[src/rtl/ramb16_fifo_ctrl_pkg.sv]
// Purpose: shared constants and helpers for the RAMB16 512x36 FIFO controller.
// Latency: n/a (types, constants and pure functions only).
// Backpressure: n/a.
package ramb16_fifo_ctrl_pkg;

    localparam int FIFO_W     = 36;
    localparam int RAM_ADDR_W = 15;
    localparam int WORD_SHIFT = 5;
    localparam int DEPTH      = 512;
    localparam int PTR_W      = 9;

    // The 36-bit aspect ratio uses address bits [13:5]; bit 14 selects a
    // cascade partner, which this controller never uses.
    function automatic logic [RAM_ADDR_W-1:0] to_ram_addr(input logic [PTR_W-1:0] ptr);
        return {1'b0, ptr, {WORD_SHIFT{1'b0}}};
    endfunction

    // Port-B read latency: one cycle for the output latch, one more when the
    // optional output register is enabled.
    function automatic int rd_lat(input int dob_reg);
        return 1 + dob_reg;
    endfunction

endpackage

[src/rtl/ramb16_fifo_outbuf.sv]
// Purpose: small register FIFO that catches words returning from the RAM.
// Latency: a pushed word is visible at dout_o the cycle after push_i.
// Backpressure: none internally; the caller never pushes more than N_ENTRIES.
//
// Ports: clk_i/rst_i (sync, active-high), push_i/din_i write side,
//        pop_i read side, dout_o head word, cnt_o number of held words.
module ramb16_fifo_outbuf
    import ramb16_fifo_ctrl_pkg::*;
#(
    parameter int N_ENTRIES = 3,
    localparam int CNT_W    = $clog2(N_ENTRIES + 1),
    localparam int PW       = (N_ENTRIES > 1) ? $clog2(N_ENTRIES) : 1
) (
    input  logic              clk_i,
    input  logic              rst_i,
    input  logic              push_i,
    input  logic [FIFO_W-1:0] din_i,
    input  logic              pop_i,
    output logic [FIFO_W-1:0] dout_o,
    output logic [CNT_W-1:0]  cnt_o
);

    logic [FIFO_W-1:0] mem_q [N_ENTRIES];
    logic [PW-1:0]     wr_q, wr_d;
    logic [PW-1:0]     rd_q, rd_d;
    logic [CNT_W-1:0]  cnt_q, cnt_d;

    function automatic logic [PW-1:0] nxt(input logic [PW-1:0] p);
        return (p == PW'(N_ENTRIES - 1)) ? '0 : p + 1'b1;
    endfunction

    always_comb begin
        wr_d  = push_i ? nxt(wr_q) : wr_q;
        rd_d  = pop_i  ? nxt(rd_q) : rd_q;
        cnt_d = cnt_q;
        case ({push_i, pop_i})
            2'b10:   cnt_d = cnt_q + 1'b1;
            2'b01:   cnt_d = cnt_q - 1'b1;
            default: cnt_d = cnt_q;
        endcase
    end

    always_ff @(posedge clk_i) begin
        if (rst_i) begin
            // Storage is cleared too so the head reads zero after reset.
            for (int i = 0; i < N_ENTRIES; i++) mem_q[i] <= '0;
            wr_q  <= '0;
            rd_q  <= '0;
            cnt_q <= '0;
        end else begin
            if (push_i) mem_q[wr_q] <= din_i;
            wr_q  <= wr_d;
            rd_q  <= rd_d;
            cnt_q <= cnt_d;
        end
    end

    assign dout_o = mem_q[rd_q];
    assign cnt_o  = cnt_q;

endmodule

[src/rtl/ramb16_fifo_ctrl.sv]
// Purpose: FIFO controller around one RAMB16 (512x36), FWFT valid/ready output.
// Latency: push to RD_VALID is 2+RD_LAT cycles from empty; 1 word/cycle when primed.
// Backpressure: pushes dropped (WR_ERR) while FULL; RD_READY low holds RD_DATA.
//
// Ports: CLK/RST (sync, active-high); WR_EN/WR_DATA push side with FULL/WR_ERR;
//        RD_VALID/RD_READY/RD_DATA stream; LEVEL total held words;
//        RAM_* drive port A (write) and port B (read) and take RAM_DOB/RAM_DOPB.
module ramb16_fifo_ctrl
    import ramb16_fifo_ctrl_pkg::*;
#(
    parameter int DOB_REG   = 1,
    parameter int ADDR_BITS = 9,
    parameter int OUT_DEPTH = rd_lat(DOB_REG) + 1
) (
    input  logic                  CLK,
    input  logic                  RST,
    input  logic                  WR_EN,
    input  logic [FIFO_W-1:0]     WR_DATA,
    output logic                  FULL,
    output logic                  WR_ERR,
    output logic                  RD_VALID,
    input  logic                  RD_READY,
    output logic [FIFO_W-1:0]     RD_DATA,
    output logic [ADDR_BITS:0]    LEVEL,
    output logic                  RAM_ENA,
    output logic [3:0]            RAM_WEA,
    output logic [RAM_ADDR_W-1:0] RAM_ADDRA,
    output logic [31:0]           RAM_DIA,
    output logic [3:0]            RAM_DIPA,
    output logic                  RAM_ENB,
    output logic                  RAM_REGCEB,
    output logic                  RAM_SSRB,
    output logic [RAM_ADDR_W-1:0] RAM_ADDRB,
    input  logic [31:0]           RAM_DOB,
    input  logic [3:0]            RAM_DOPB
);

    localparam int RD_LAT = rd_lat(DOB_REG);
    localparam int BCNT_W = $clog2(OUT_DEPTH + 1);
    localparam int OCC_W  = BCNT_W + 2;

    logic [ADDR_BITS-1:0] wr_ptr_q, wr_ptr_d;
    logic [ADDR_BITS-1:0] rd_ptr_q, rd_ptr_d;
    logic [ADDR_BITS:0]   ram_cnt_q, ram_cnt_d;
    logic [ADDR_BITS:0]   level_q, level_d;
    logic                 full_q, full_d;
    logic                 wr_err_q;
    logic [RD_LAT-1:0]    vld_q, vld_d;

    logic                 push, issue, pop, capture;
    logic [BCNT_W-1:0]    buf_cnt;
    logic [OCC_W-1:0]     inflight, occ;

    assign push    = WR_EN & ~full_q & ~RST;
    assign pop     = RD_VALID & RD_READY;
    assign capture = vld_q[RD_LAT-1];

    always_comb begin
        inflight = '0;
        for (int i = 0; i < RD_LAT; i++) inflight = inflight + OCC_W'(vld_q[i]);
    end

    // Words already promised to the buffer after this cycle's pop; a new read
    // is issued only if its return is guaranteed a free buffer slot.
    assign occ   = inflight + OCC_W'(buf_cnt) - OCC_W'(pop);
    assign issue = (ram_cnt_q != '0) & (occ < OCC_W'(OUT_DEPTH)) & ~RST;

    always_comb begin
        wr_ptr_d = push  ? wr_ptr_q + 1'b1 : wr_ptr_q;
        rd_ptr_d = issue ? rd_ptr_q + 1'b1 : rd_ptr_q;

        ram_cnt_d = ram_cnt_q;
        case ({push, issue})
            2'b10:   ram_cnt_d = ram_cnt_q + 1'b1;
            2'b01:   ram_cnt_d = ram_cnt_q - 1'b1;
            default: ram_cnt_d = ram_cnt_q;
        endcase
        full_d = (ram_cnt_d == (ADDR_BITS+1)'(DEPTH));

        // Total occupancy only moves at the two stream boundaries.
        level_d = level_q;
        case ({push, pop})
            2'b10:   level_d = level_q + 1'b1;
            2'b01:   level_d = level_q - 1'b1;
            default: level_d = level_q;
        endcase

        vld_d    = vld_q << 1;
        vld_d[0] = issue;
    end

    always_ff @(posedge CLK) begin
        if (RST) begin
            wr_ptr_q  <= '0;
            rd_ptr_q  <= '0;
            ram_cnt_q <= '0;
            level_q   <= '0;
            full_q    <= 1'b0;
            wr_err_q  <= 1'b0;
            vld_q     <= '0;
        end else begin
            wr_ptr_q  <= wr_ptr_d;
            rd_ptr_q  <= rd_ptr_d;
            ram_cnt_q <= ram_cnt_d;
            level_q   <= level_d;
            full_q    <= full_d;
            wr_err_q  <= WR_EN & full_q;
            vld_q     <= vld_d;
        end
    end

    ramb16_fifo_outbuf #(
        .N_ENTRIES (OUT_DEPTH)
    ) u_outbuf (
        .clk_i  (CLK),
        .rst_i  (RST),
        .push_i (capture),
        .din_i  ({RAM_DOPB, RAM_DOB}),
        .pop_i  (pop),
        .dout_o (RD_DATA),
        .cnt_o  (buf_cnt)
    );

    assign RD_VALID   = (buf_cnt != '0);
    assign FULL       = full_q;
    assign WR_ERR     = wr_err_q;
    assign LEVEL      = level_q;

    assign RAM_ENA    = push;
    assign RAM_WEA    = {4{push}};
    assign RAM_ADDRA  = to_ram_addr(wr_ptr_q);
    assign RAM_DIA    = WR_DATA[31:0];
    assign RAM_DIPA   = WR_DATA[35:32];

    assign RAM_ENB    = issue;
    assign RAM_REGCEB = 1'b1;
    // Clears the RAM output latch/register so no stale word survives reset.
    assign RAM_SSRB   = RST;
    assign RAM_ADDRB  = to_ram_addr(rd_ptr_q);

endmodule

[config.mk]
export PLATFORM = sky130hd
export DESIGN_NAME = ramb16_fifo_ctrl
export DESIGN_NICKNAME = d
export VERILOG_FILES = /design/src/rtl/ramb16_fifo_ctrl_pkg.sv /design/src/rtl/ramb16_fifo_outbuf.sv /design/src/rtl/ramb16_fifo_ctrl.sv
export SDC_FILE = /design/constraint.sdc
export NUM_CORES = 1
export LEC_CHECK = 0
export CAP_MARGIN = 20
export CORE_UTILIZATION = 51
export CTS_CLUSTER_DIAMETER = 40
export CTS_CLUSTER_SIZE = 40
export DETAILED_ROUTE_END_ITERATION = 12
export PLACE_DENSITY = 0.86
export REMOVE_ABC_BUFFERS = 1
export SLEW_MARGIN = 20
export SYNTH_ARGS = -nofsm -noshare
export SYNTH_HDL_FRONTEND = slang
export SYNTH_SLANG_ARGS = --single-unit
[constraint.sdc]
create_clock -name CLK -period 7.3 [get_ports CLK]
set_input_delay 1.46 -clock CLK [delete_from_list [all_inputs] [get_ports CLK]]
set_output_delay 1.46 -clock CLK [all_outputs]
set_load 0.02 [all_outputs]
After elaboration in Yosys (flattened, before gate mapping) --
Memories as Yosys holds them, arrays and structs flattened. A register that Yosys moved wholly into a read port is not among the register bits. Index checks and enable logic that the tools add are counted.
Word-level totals: bits in registers 48, bits in writable memories 108, input port bits 76, output and inout bits 123, word-level logic and storage cells 62, memories kept 1
Cells by class: add/sub/neg operators 13, order comparisons 1, equal/unequal tests 9, multiplexer cells 15, bitwise gates (word level) 8, reductions and logical operators 5
Memories:
- u_outbuf.mem_q | words 3, bits a word 36, read ports 1, clocked after memory_dff 1, wr ports 3, RTL line ramb16_fifo_outbuf.sv:23 | logic [FIFO_W-1:0] mem_q [N_ENTRIES];
Operators by type and width (number):
- one-hot mux 10 bit (2 select lines) | 2
- 2-to-1 mux 36 bit | 1
- OR reduction 36 bit | 1
- adder 10 x 1 -> 10 bit (second input constant) | 2
- subtractor 10 x 1 -> 10 bit (second input constant) | 2
- adder 9 x 1 -> 9 bit (second input constant) | 2
- equality test 10 bit (second input constant) | 1
- equality test 2 bit (second input constant) | 5
- 2-to-1 mux 2 bit | 5
- nonzero test 10 bit | 1
- adder 2 x 1 -> 2 bit (second input constant) | 3
- AND 1 bit | 6
- equality test 2 x 1 -> 1 bit (second input constant) | 3
- 2-to-1 mux 1 bit | 6
- nonzero test 2 bit | 3
- less-than comparator 4 x 2 -> 1 bit (second input constant) | 1
- one-hot mux 2 bit (2 select lines) | 1
- subtractor 3 x 1 -> 4 bit | 1
- adder 2 x 2 -> 3 bit | 1
- adder 1 x 1 -> 2 bit | 1
- inverter 1 bit | 2
- subtractor 2 x 1 -> 2 bit (second input constant) | 1

Depth between registers and ports, before layout --
Gate-level depths: netlist (run 1).
depth in word-level cells 9, mapped depth 22, gate-level depth less buffers 21

Cells and area by module --
From an unflattened synthesis (run 1), not the netlist that was laid out.
Second synthesis, totals: cells, all modules 704, area total of the unflattened synthesis 9342.7 sq um
By module, submodules not included:
- ramb16_fifo_outbuf | times used 1, cells an instance 346, area each 6381.1 sq um, sequential area each 4484.3 sq um
- ramb16_fifo_ctrl | times used 1, cells an instance 358, area each 2961.6 sq um, sequential area each 840.8 sq um

Worst setup path after synthesis (run 1) --
No wires, ideal clock.
path kind in2reg, start point in RD_READY, end point reg full_q, in the netlist FULL, library setup time 117 ps, data arrival time 5739 ps, data required time 7183 ps, setup slack 1444 ps, cell stages on the path 18, buffers on the path 1, cells stage by stage nand2_1 > inv_1 > ha_1 > fa_1 > fa_1 > nor2_1 > a21oi_1 > and3_1 > buf_6 > nor2b_1 > ha_1 > ha_1 > a21o_1 > a211o_1 > o22ai_2 > mux2i_1 > mux2_4 > and4bb_1
On the way: word-level cells in the longest chain between the ends 8, elaborated cells between the ends (all ways) 9, classes of those cells 1 x add/sub; 1 x order compare; 3 x eq/ne; 1 x mux; 3 x bitwise
Ends and longest elaborated chain:
- start, declared | RTL line ramb16_fifo_ctrl.sv:22 | input logic RD_READY,
- AND 1 bit (*) | RTL line ramb16_fifo_ctrl.sv:55 | assign pop = RD_VALID & RD_READY;
- named net pop | RTL line ramb16_fifo_ctrl.sv:50 | logic push, issue, pop, capture;
- subtractor 3 x 1 -> 4 bit (*) | RTL line ramb16_fifo_ctrl.sv:65 | assign occ = inflight + OCC_W'(buf_cnt) - OCC_W'(pop);
- less-than comparator 4 x 2 -> 1 bit (*) | RTL line ramb16_fifo_ctrl.sv:66 | assign issue = (ram_cnt_q != '0) & (occ < OCC_W'(OUT_DEPTH)) & ~RST;
- AND 1 bit (*) (2 in a row) | RTL line ramb16_fifo_ctrl.sv:66
- named net RAM_ENB | RTL line ramb16_fifo_ctrl.sv:30 | output logic RAM_ENB,
- equality test 2 x 1 -> 1 bit / equality test 2 bit (equally long branches) | RTL line ramb16_fifo_ctrl.sv:73 | case ({push, issue})
- one-hot mux 10 bit (2 select lines) (*) | RTL line ramb16_fifo_ctrl.sv:73
- equality test 10 bit (*) | RTL line ramb16_fifo_ctrl.sv:78 | full_d = (ram_cnt_d == (ADDR_BITS+1)'(DEPTH));
- end signal, assigned | RTL line ramb16_fifo_ctrl.sv:106 | full_q <= full_d;
- end, declared | RTL line ramb16_fifo_ctrl.sv:46 | logic full_q, full_d;
Mark *: on every way through the listed nets, which the timed path passes. The rest lies on a longest branch. A chain may end at the register's enable or synchronous reset.

Worst setup path in the final report (run 1) --
start point in RD_READY, end point out RAM_ENB
On the way: word-level cells in the longest chain between the ends 5
Ends and longest elaborated chain (RTL line):
- AND 1 bit | ramb16_fifo_ctrl.sv:55
- named net pop | ramb16_fifo_ctrl.sv:50
- subtractor 3 x 1 -> 4 bit | ramb16_fifo_ctrl.sv:65
- less-than comparator 4 x 2 -> 1 bit | ramb16_fifo_ctrl.sv:66
- AND 1 bit (2 in a row) | ramb16_fifo_ctrl.sv:66
- end, declared | ramb16_fifo_ctrl.sv:30
The timed path passes the listed nets, and every way through them passes these cells.

==> impl_metrics.toml, run 1 <==
[timing]
period_minus_slack_ps = 6210
finClkSkew_ps = 11.4
rsz0062_at_grt = "false"
worst_pin_slew_ps = 1030
max_freq_ghz = 0.161
setup_viol = 0
hold_viol_final = 0
slew_violations = 0
setup_tns_ps = 0
relSlewSlack = 0.314
post-route-period-util = 0.851

[power_and_ir_drop]
p_leak_nw = 3.96
vdd_drop_max_mv = 0.376
power_density_nw_per_um2 = 318

[yosys]
ys_ff_latch = 194
synth_edf_count = 144
async_flop_share = 0
syn_avg_cell_area_um2 = 13.0
synthDistinctLibCells = 53
ys_seq_area_frac = 0.579
synth_top_flop_cell = "edfxtp_1"
syn_inst = 707
ys_warn_count = 0
syn_area_um2 = 9200

[worst_setup_path]
critPathLaunchType = "input port"
cp_slowest_cell = "clkdlybuf4s50_1"
critPathMaxFanout = 8
path_cells = "clkdlybuf4s50_1, nand2_1, inv_1, ha_1, fa_1, fa_1, nor2_1, a21oi_1, and3_1, nor2b_1, clkdlybuf4s50_1"
critPathArrivalTime_ps = 4750
worst-setup-path-type = "in2out"
crit_path_end_kind = "output pin"
cp.required_ps = 5840
critPathTopFamily = "adder cells"
crit_path_max_incr_delay_ps = 630
path_buf_inv = 3

[detailed_routing]
drt-initial-drc-count = 297
firstDrtPassIters = 5
drt-vias-per-instance = 5.51
via_count = 5566
wl_mm = 19.3
drc = 0
ant_nets = 0
routedWlPerCell_um = 19.1

[cts]
holdBufCountCts = 0
clk-insertion-delay-late_ps = 420
cts_buffers = 17
cts_tree = "yes"
clockBufferDepth = 2
clkSinkCount = 194
cts-resized-gates = 0
cts.clk_slew.worst_paths_ps = 70
h-tree-depth = 4
cts-root-buf = "clkbuf_16"
cts_setup_buffers = 0

[hold_path]
min_path_type = "reg2reg"

[place]
port_buffers = 113
routabilityCongestion = 0.865
dp_hpwl_mm = 12.1

[cells_and_area]
area_growth_pct = 16.8
mostFrequentLayoutCells = "edfxtp_1 (144), clkdlybuf4s50_1 (112), and2_1 (109), nor2_1 (58), dfxtp_1 (48)"
fin_nets = 877
post_route_cells_drive_above_1_share = 0.111
fin_util = 0.615
fillers = 1329
diodes = 0
layout_commonest_cell = "edfxtp_1"

[outcome]
status = "completed"

[global_routing]
grt_pass1_wl_mm = 29.8
antenna_found_initial = 0
track_usage = 0.216
grt_pass1_vias = 5437
overflow = 0
grt_max_degree = 60

[die]
initial_core_util = 0.527
rows = 48
die_h_um = 136
die_w_um = 136
ios = 199
die_area_um2 = 18600
core_um2 = 17500

[run]
drv_cap = 0
## cell usage after synthesis (3+ instances only)
cell | n | area share
or2_2 | 3 | 0.0020
nor4_1 | 3 | 0.0020
buf_1 | 4 | 0.0016
or3_1 | 4 | 0.0027
o31ai_1 | 3 | 0.0024
a21o_1 | 7 | 0.0057
a21oi_1 | 20 | 0.011
edfxtp_1 | 144 | 0.47
clkbuf_1 | 19 | 0.0077
ha_1 | 24 | 0.033
mux4_2 | 36 | 0.088
a211oi_1 | 5 | 0.0041
and3_1 | 3 | 0.0020
nand4_1 | 7 | 0.0048
buf_2 | 4 | 0.0022
inv_1 | 18 | 0.0073
nor2b_1 | 9 | 0.0061
dfxtp_1 | 50 | 0.11
and2_1 | 109 | 0.074
buf_4 | 54 | 0.044
fa_1 | 4 | 0.0087
o21ai_0 | 13 | 0.0071
nor2_1 | 59 | 0.024
nand2_1 | 19 | 0.0077
nand3_1 | 9 | 0.0049
mux2i_1 | 6 | 0.0065
xnor2_1 | 7 | 0.0067
nor3_1 | 11 | 0.0060
nand2b_1 | 6 | 0.0041
xor2_1 | 19 | 0.018
## layout make-up
class,count,area (µm²),share of cell area
repair buffers,118,1160,0.108
clock inverters,14,143,0.0133
multi-input cells,424,3350,0.311
well taps,225,282,0.0262
clock buffers,17,425,0.0396
flip-flops and latches,194,5330,0.495
inverters,18,67.6,0.00628
## power breakdown
part           switching, W  total [W]  internal, W
clock network      0.000438   0.000892     0.000454
logic              0.000642    0.00118     0.000541
registers         0.0000733    0.00135      0.00128
## tightest hold or removal path: cells and delay by family, from the launching register on
| family | cells | cell delay, ps |
|---|---|---|
| buf+inv | 1 | 90 |
| flops | 1 | 300 |
| simple gates | 1 | 50 |
## routing by layer
metal / routed length (µm) / up-vias / GRT usage
met4: 138 / 2 / 0.0574
met3: 1630 / 14 / 0.0776
li1: - / 2596 / -
met5: 45 / - / 0.0333
met1: 8380 / 2740 / 0.282
met2: 9090 / 214 / 0.338
## path summary, 6_finish.rpt
check	endpoint	slack, ps	cells past startpoint	startpoint
setup reg to reg	FULL	2010	19	u_outbuf.cnt_o[1]
setup / recovery	RAM_ENB	1090	11	RD_READY
hold reg to reg	vld_q[1]	490	2	vld_q[0]
hold / removal	vld_q[1]	490	2	vld_q[0]
## state kept, by name (all words and copies together), names as in the netlist, 2 cells and up, named ones only
register,flops
LEVEL,10
ram_cnt_q,10
rd_ptr_q,9
u_outbuf.cnt_o,2
u_outbuf.mem_q,144
u_outbuf.rd_q,2
u_outbuf.wr_q,2
vld_q,2
wr_ptr_q,9
## through the flow
step           power (W)  instances  hold WS, ps  setup WS [ps]  area, µm²
3_3_place_gp     0.00252        979          478            956      10200
6_report         0.00342       1010          493           1090      10800
2_1_floorplan    0.00217        636          447           1400       8720
5_1_grt          0.00361       1010          521            912      10800
3_5_place_dp     0.00256        979          482            825      10200
4_1_cts          0.00344       1010          495           1070      10800
## cells by family after synthesis
family / count (synthesis) / synth area share
other: 2 / 0.000816
XOR/XNOR: 26 / 0.0247
adder cells (fa/ha/maj): 28 / 0.0413
AND/OR/NAND/NOR: 253 / 0.152
flip-flops: 194 / 0.579
buffers and inverters: 100 / 0.0642
multiplexers: 43 / 0.0962
AO/OA/AOI/OAI: 61 / 0.0423
No activity file was read; power rests on OpenSTA's default activity.
==> run 2: changes to the inputs <==
--- a/config.mk
+++ b/config.mk
@@ -6,11 +6,11 @@
 export NUM_CORES = 1
 export LEC_CHECK = 0
 export CAP_MARGIN = 20
-export CORE_UTILIZATION = 51
+export CORE_UTILIZATION = 30
 export CTS_CLUSTER_DIAMETER = 40
 export CTS_CLUSTER_SIZE = 40
 export DETAILED_ROUTE_END_ITERATION = 12
-export PLACE_DENSITY = 0.86
+export PLACE_DENSITY = 0.58
 export REMOVE_ABC_BUFFERS = 1
 export SLEW_MARGIN = 20
 export SYNTH_ARGS = -nofsm -noshare
==> run 2 against run 1 <==
Power grew 1.2%. Setup slack gained 71 ps. Core utilization shrank 25 points. Critical endpoint unchanged. Largest power group unchanged.
==> impl_metrics.toml, run 2 (same netlist as run 1, synthesis figures left out) <==
[global_routing]
grt_max_degree = 44
overflow = 0
grt_pass1_wl_mm = 32.6
track_usage = 0.140
grt_pass1_vias = 5587
antenna_found_initial = 1

[timing]
setup_viol = 0
post-route-period-util = 0.841
setup_tns_ps = 0
period_minus_slack_ps = 6140
worst_pin_slew_ps = 1090
rsz0062_at_grt = "false"
max_freq_ghz = 0.163
finClkSkew_ps = 12.4
slew_violations = 0
hold_viol_final = 0
relSlewSlack = 0.277

[cells_and_area]
mostFrequentLayoutCells = "edfxtp_1 (144), clkdlybuf4s50_1 (112), and2_1 (109), nor2_1 (58), dfxtp_1 (48)"
largest-register = "u_outbuf.mem_q"
design_area_um2 = 11000
layout_commonest_cell = "edfxtp_1"
diodes = 0
largest_reg_flops = 144
area_growth_pct = 19.4
fin_cells = 1180
post_route_cells_drive_above_1_share = 0.116
fin_nets = 881

[worst_setup_path]
critPathArrivalTime_ps = 4680
worst-setup-path-type = "in2out"
path_cells = "clkdlybuf4s50_1, nand2_1, inv_1, ha_1, fa_1, fa_1, nor2_1, a21oi_1, and3_1, buf_4, nor2b_1, clkdlybuf4s50_1"
cp.required_ps = 5840
crit_path_end_kind = "output pin"
crit_path_max_incr_delay_ps = 630
critPathMaxFanout = 8
critPathLaunchType = "input port"
cp_slowest_cell = "clkdlybuf4s50_1"

[detailed_routing]
via_count = 5423
drt-initial-drc-count = 277
firstDrtPassIters = 4
routedWlPerCell_um = 18.1
drt-vias-per-instance = 4.60
drc = 0
wl_mm = 21.3
ant_nets = 0

[cts]
cts_tree = "yes"
holdBufCountCts = 0
clockBufferDepth = 2
cts_setup_buffers = 0
cts.clk_slew.worst_paths_ps = 70
cts_buffers = 17
cts-resized-gates = 0
clkSinkCount = 194
cts-root-buf = "clkbuf_16"
clk-insertion-delay-late_ps = 440
h-tree-depth = 4

[hold_path]
min_path_type = "reg2reg"

[power_and_ir_drop]
p_leak_nw = 3.98
power_density_nw_per_um2 = 315
vdd_drop_max_mv = 0.270
p_total_w = 0.00347

[place]
place_area_um2 = 10400
port_buffers = 113
routabilityCongestion = 0.829
dp_hpwl_mm = 12.9
placedCellCount = 1148

[die]
core_um2 = 29900
ios = 199
die_h_um = 177
die_area_um2 = 31400
initial_core_util = 0.308
die_w_um = 177
rows = 63

[outcome]
status = "completed"

[run]
drv_cap = 0
run 2: changes by cell type in the layout (fill, tap and decap cells not counted), sizes merged:
cell and change:
buf +4, inv +1
run 2: per-stage QoR:
step	hold slack, ps	worst slack, ps	util
final	480	1160	0.368
after CTS	490	1130	0.368
after global placement	474	979	0.349
after detailed placement	484	908	0.349
after global routing	516	997	0.368
after floorplan	447	1400	-
run 2: where the power goes:
part           internal, W  switching (W)  total (W)
Combinational     0.000555       0.000650    0.00121
Sequential         0.00128      0.0000728    0.00135
Clock             0.000454       0.000459   0.000913
run 2: per-layer routing:
metal / GRT usage / vias up / routed length, µm
met5: 0.0112 / - / 36
li1: - / 2605 / -
met4: 0.0309 / 4 / 194
met1: 0.179 / 2629 / 9490
met2: 0.223 / 169 / 9910
met3: 0.0535 / 16 / 1710
run 2: layout make-up:
class                           instances  area (µm²)
Tap cell                              390         488
Inverter                               18        67.6
Multi-Input combinational cell        424        3350
Sequential cell                       194        5330
Fill cell                            2871       18900
Timing Repair Buffer                  122        1190
Clock inverter                         15         139
Clock buffer                           17         425
run 2: critical path, delay by kind of cell:
family | cells | cell delay [ps]
compound gates | 1 | 120
fa+ha+maj | 3 | 1280
buf+inv | 4 | 1280
simple gates | 4 | 540
run 2: path summary, 6_finish.rpt:
path	slack, ps	start	endpoint	depth (start not counted)
min	480	vld_q[0]	vld_q[1]	2
max reg2reg	2070	u_outbuf.cnt_o[1]	FULL	20
min reg2reg	480	vld_q[0]	vld_q[1]	2
max	1160	RD_READY	RAM_ENB	12
==> run 3: changes to the inputs <==
==> constraint.sdc (replaced) <==
create_clock -name CLK -period 6.3 [get_ports CLK]
set_input_delay 1.26 -clock CLK [delete_from_list [all_inputs] [get_ports CLK]]
set_output_delay 1.26 -clock CLK [all_outputs]
set_load 0.02 [all_outputs]
==> run 3 against run 2 <==
Power rose by 17%. Clock skew fell by 1.6 ps. Sequential power rose by 18%. Critical path depth fell by 1. Combinational power rose by 14%. Final cell count rose by 0.25%. Non-clock buffer count rose by 3. Core utilization rose by 0.18 points.
==> impl_metrics.toml, run 3 (same netlist as run 1, synthesis figures left out) <==
[outcome]
status = "completed"

[die]
die_h_um = 177
ios = 199
initial_core_util = 0.308
core_um2 = 29900
rows = 63
die_w_um = 177
die_area_um2 = 31400

[cells_and_area]
largest_reg_flops = 144
area_growth_pct = 20.0
largest-register = "u_outbuf.mem_q"
fin_nets = 884
diodes = 0
mostFrequentLayoutCells = "edfxtp_1 (144), clkdlybuf4s50_1 (112), and2_1 (109), nor2_1 (58), dfxtp_1 (48)"
post_route_cells_drive_above_1_share = 0.119
layout_commonest_cell = "edfxtp_1"

[detailed_routing]
ant_nets = 0
wl_mm = 21.6
routedWlPerCell_um = 18.3
via_count = 5519
drt-initial-drc-count = 290
firstDrtPassIters = 6
drc = 0
drt-vias-per-instance = 4.67

[worst_setup_path]
startpoint = "RD_READY"
critPathArrivalTime_ps = 4300
cp.required_ps = 5040
critPathLaunchType = "input port"
crit_path_max_incr_delay_ps = 650
path_cells = "clkdlybuf4s50_1, nand2_1, inv_1, ha_1, fa_1, fa_1, nor2_1, a21oi_1, and3_1, nor2b_1, clkdlybuf4s50_1"
cp_slowest_cell = "clkdlybuf4s50_1"
critPathTopFamily = "adder cells"
r2r-start = "u_outbuf.cnt_o[1]"
r2r_slack_ps = 1390
critPathMaxFanout = 5
path_buf_inv = 3
crit_path_end_kind = "output pin"
worst-setup-path-type = "in2out"

[timing]
post-route-period-util = 0.883
max_freq_ghz = 0.180
worst_pin_slew_ps = 919
setup_viol = 0
rsz0062_at_grt = "false"
relSlewSlack = 0.387
period_minus_slack_ps = 5560
finClkSkew_ps = 10.9
setup_tns_ps = 0
slew_violations = 0
hold_viol_final = 0

[cts]
cts.clk_slew.worst_paths_ps = 70
cts-root-buf = "clkbuf_16"
cts-resized-gates = 0
clk-insertion-delay-late_ps = 440
cts_tree = "yes"
clockBufferDepth = 2
clkSinkCount = 194
holdBufCountCts = 0
cts_buffers = 17
cts_setup_buffers = 0
h-tree-depth = 4

[power_and_ir_drop]
vdd_drop_max_mv = 0.378
p_leak_nw = 4.01
p_total_w = 0.00405
power_density_nw_per_um2 = 367

[global_routing]
antenna_found_initial = 1
overflow = 0
grt_pass1_vias = 5533
track_usage = 0.139
grt_max_degree = 60
grt_pass1_wl_mm = 32.1

[place]
dp_hpwl_mm = 13.4
port_buffers = 113
routabilityCongestion = 0.757

[run]
drv_cap = 0

[hold_path]
hp-start = "vld_q[0]"
min_path_type = "reg2reg"
run 3: cell types whose count changed in the layout (fill, tap and decap cells not counted):
cell / before / now
and3_2: 0 / 1
clkinv_8: 1 / 4
clkinv_4: 2 / 1
inv_8: 5 / 3
buf_12: 0 / 1
inv_6: 3 / 5
and3_4: 1 / 0
buf_4: 9 / 11
clkinv_1: 0 / 1
clkinv_2: 3 / 0
run 3: layout make-up:
cell class              instances  area (µm²)
multi-input cells             424        3350
repair buffers                125        1230
clock inverters                15         163
flip-flops and latches        194        5330
clock buffers                  17         425
inverters                      18        67.6
well taps                     390         488
fillers                      2904       18800
run 3: tightest hold or removal path, cell delays in order, from the launching register on:
cell and delay [ps]:
dfxtp_1 300, inv_1 90, nor2_1 50
run 3: report_power, final:
group | switching (W) | internal [W] | total (W)
registers | 0.000115 | 0.00148 | 0.00159
clock network | 0.000545 | 0.000533 | 0.00108
logic | 0.000731 | 0.000651 | 0.00138
total | 0.00139 | 0.00266 | 0.00405
run 3: path summary, 6_finish.rpt:
| kind | end | depth (start not counted) |
|---|---|---|
| setup / recovery | RAM_ENB | 11 |
| hold / removal | vld_q[1] | 2 |
| setup reg to reg | FULL | 19 |
| hold reg to reg | vld_q[1] | 2 |
run 3: through the flow:
stage,cell area (µm²),cells,hold slack [ps],setup WS [ps],util
2_1_floorplan,8720,636,447,602,-
3_3_place_gp,10400,1150,473,467,0.349
3_5_place_dp,10500,1151,488,397,0.350
4_1_cts,11000,1183,496,754,0.370
5_1_grt,11000,1183,552,530,0.370
6_report,11000,1183,483,740,0.370
run 3: routing by layer:
layer,global-route usage,share of wire
met1,0.176,0.45
met2,0.221,0.46
met3,0.0524,0.082
met4,0.0374,0.0053
met5,0.0112,0.00079
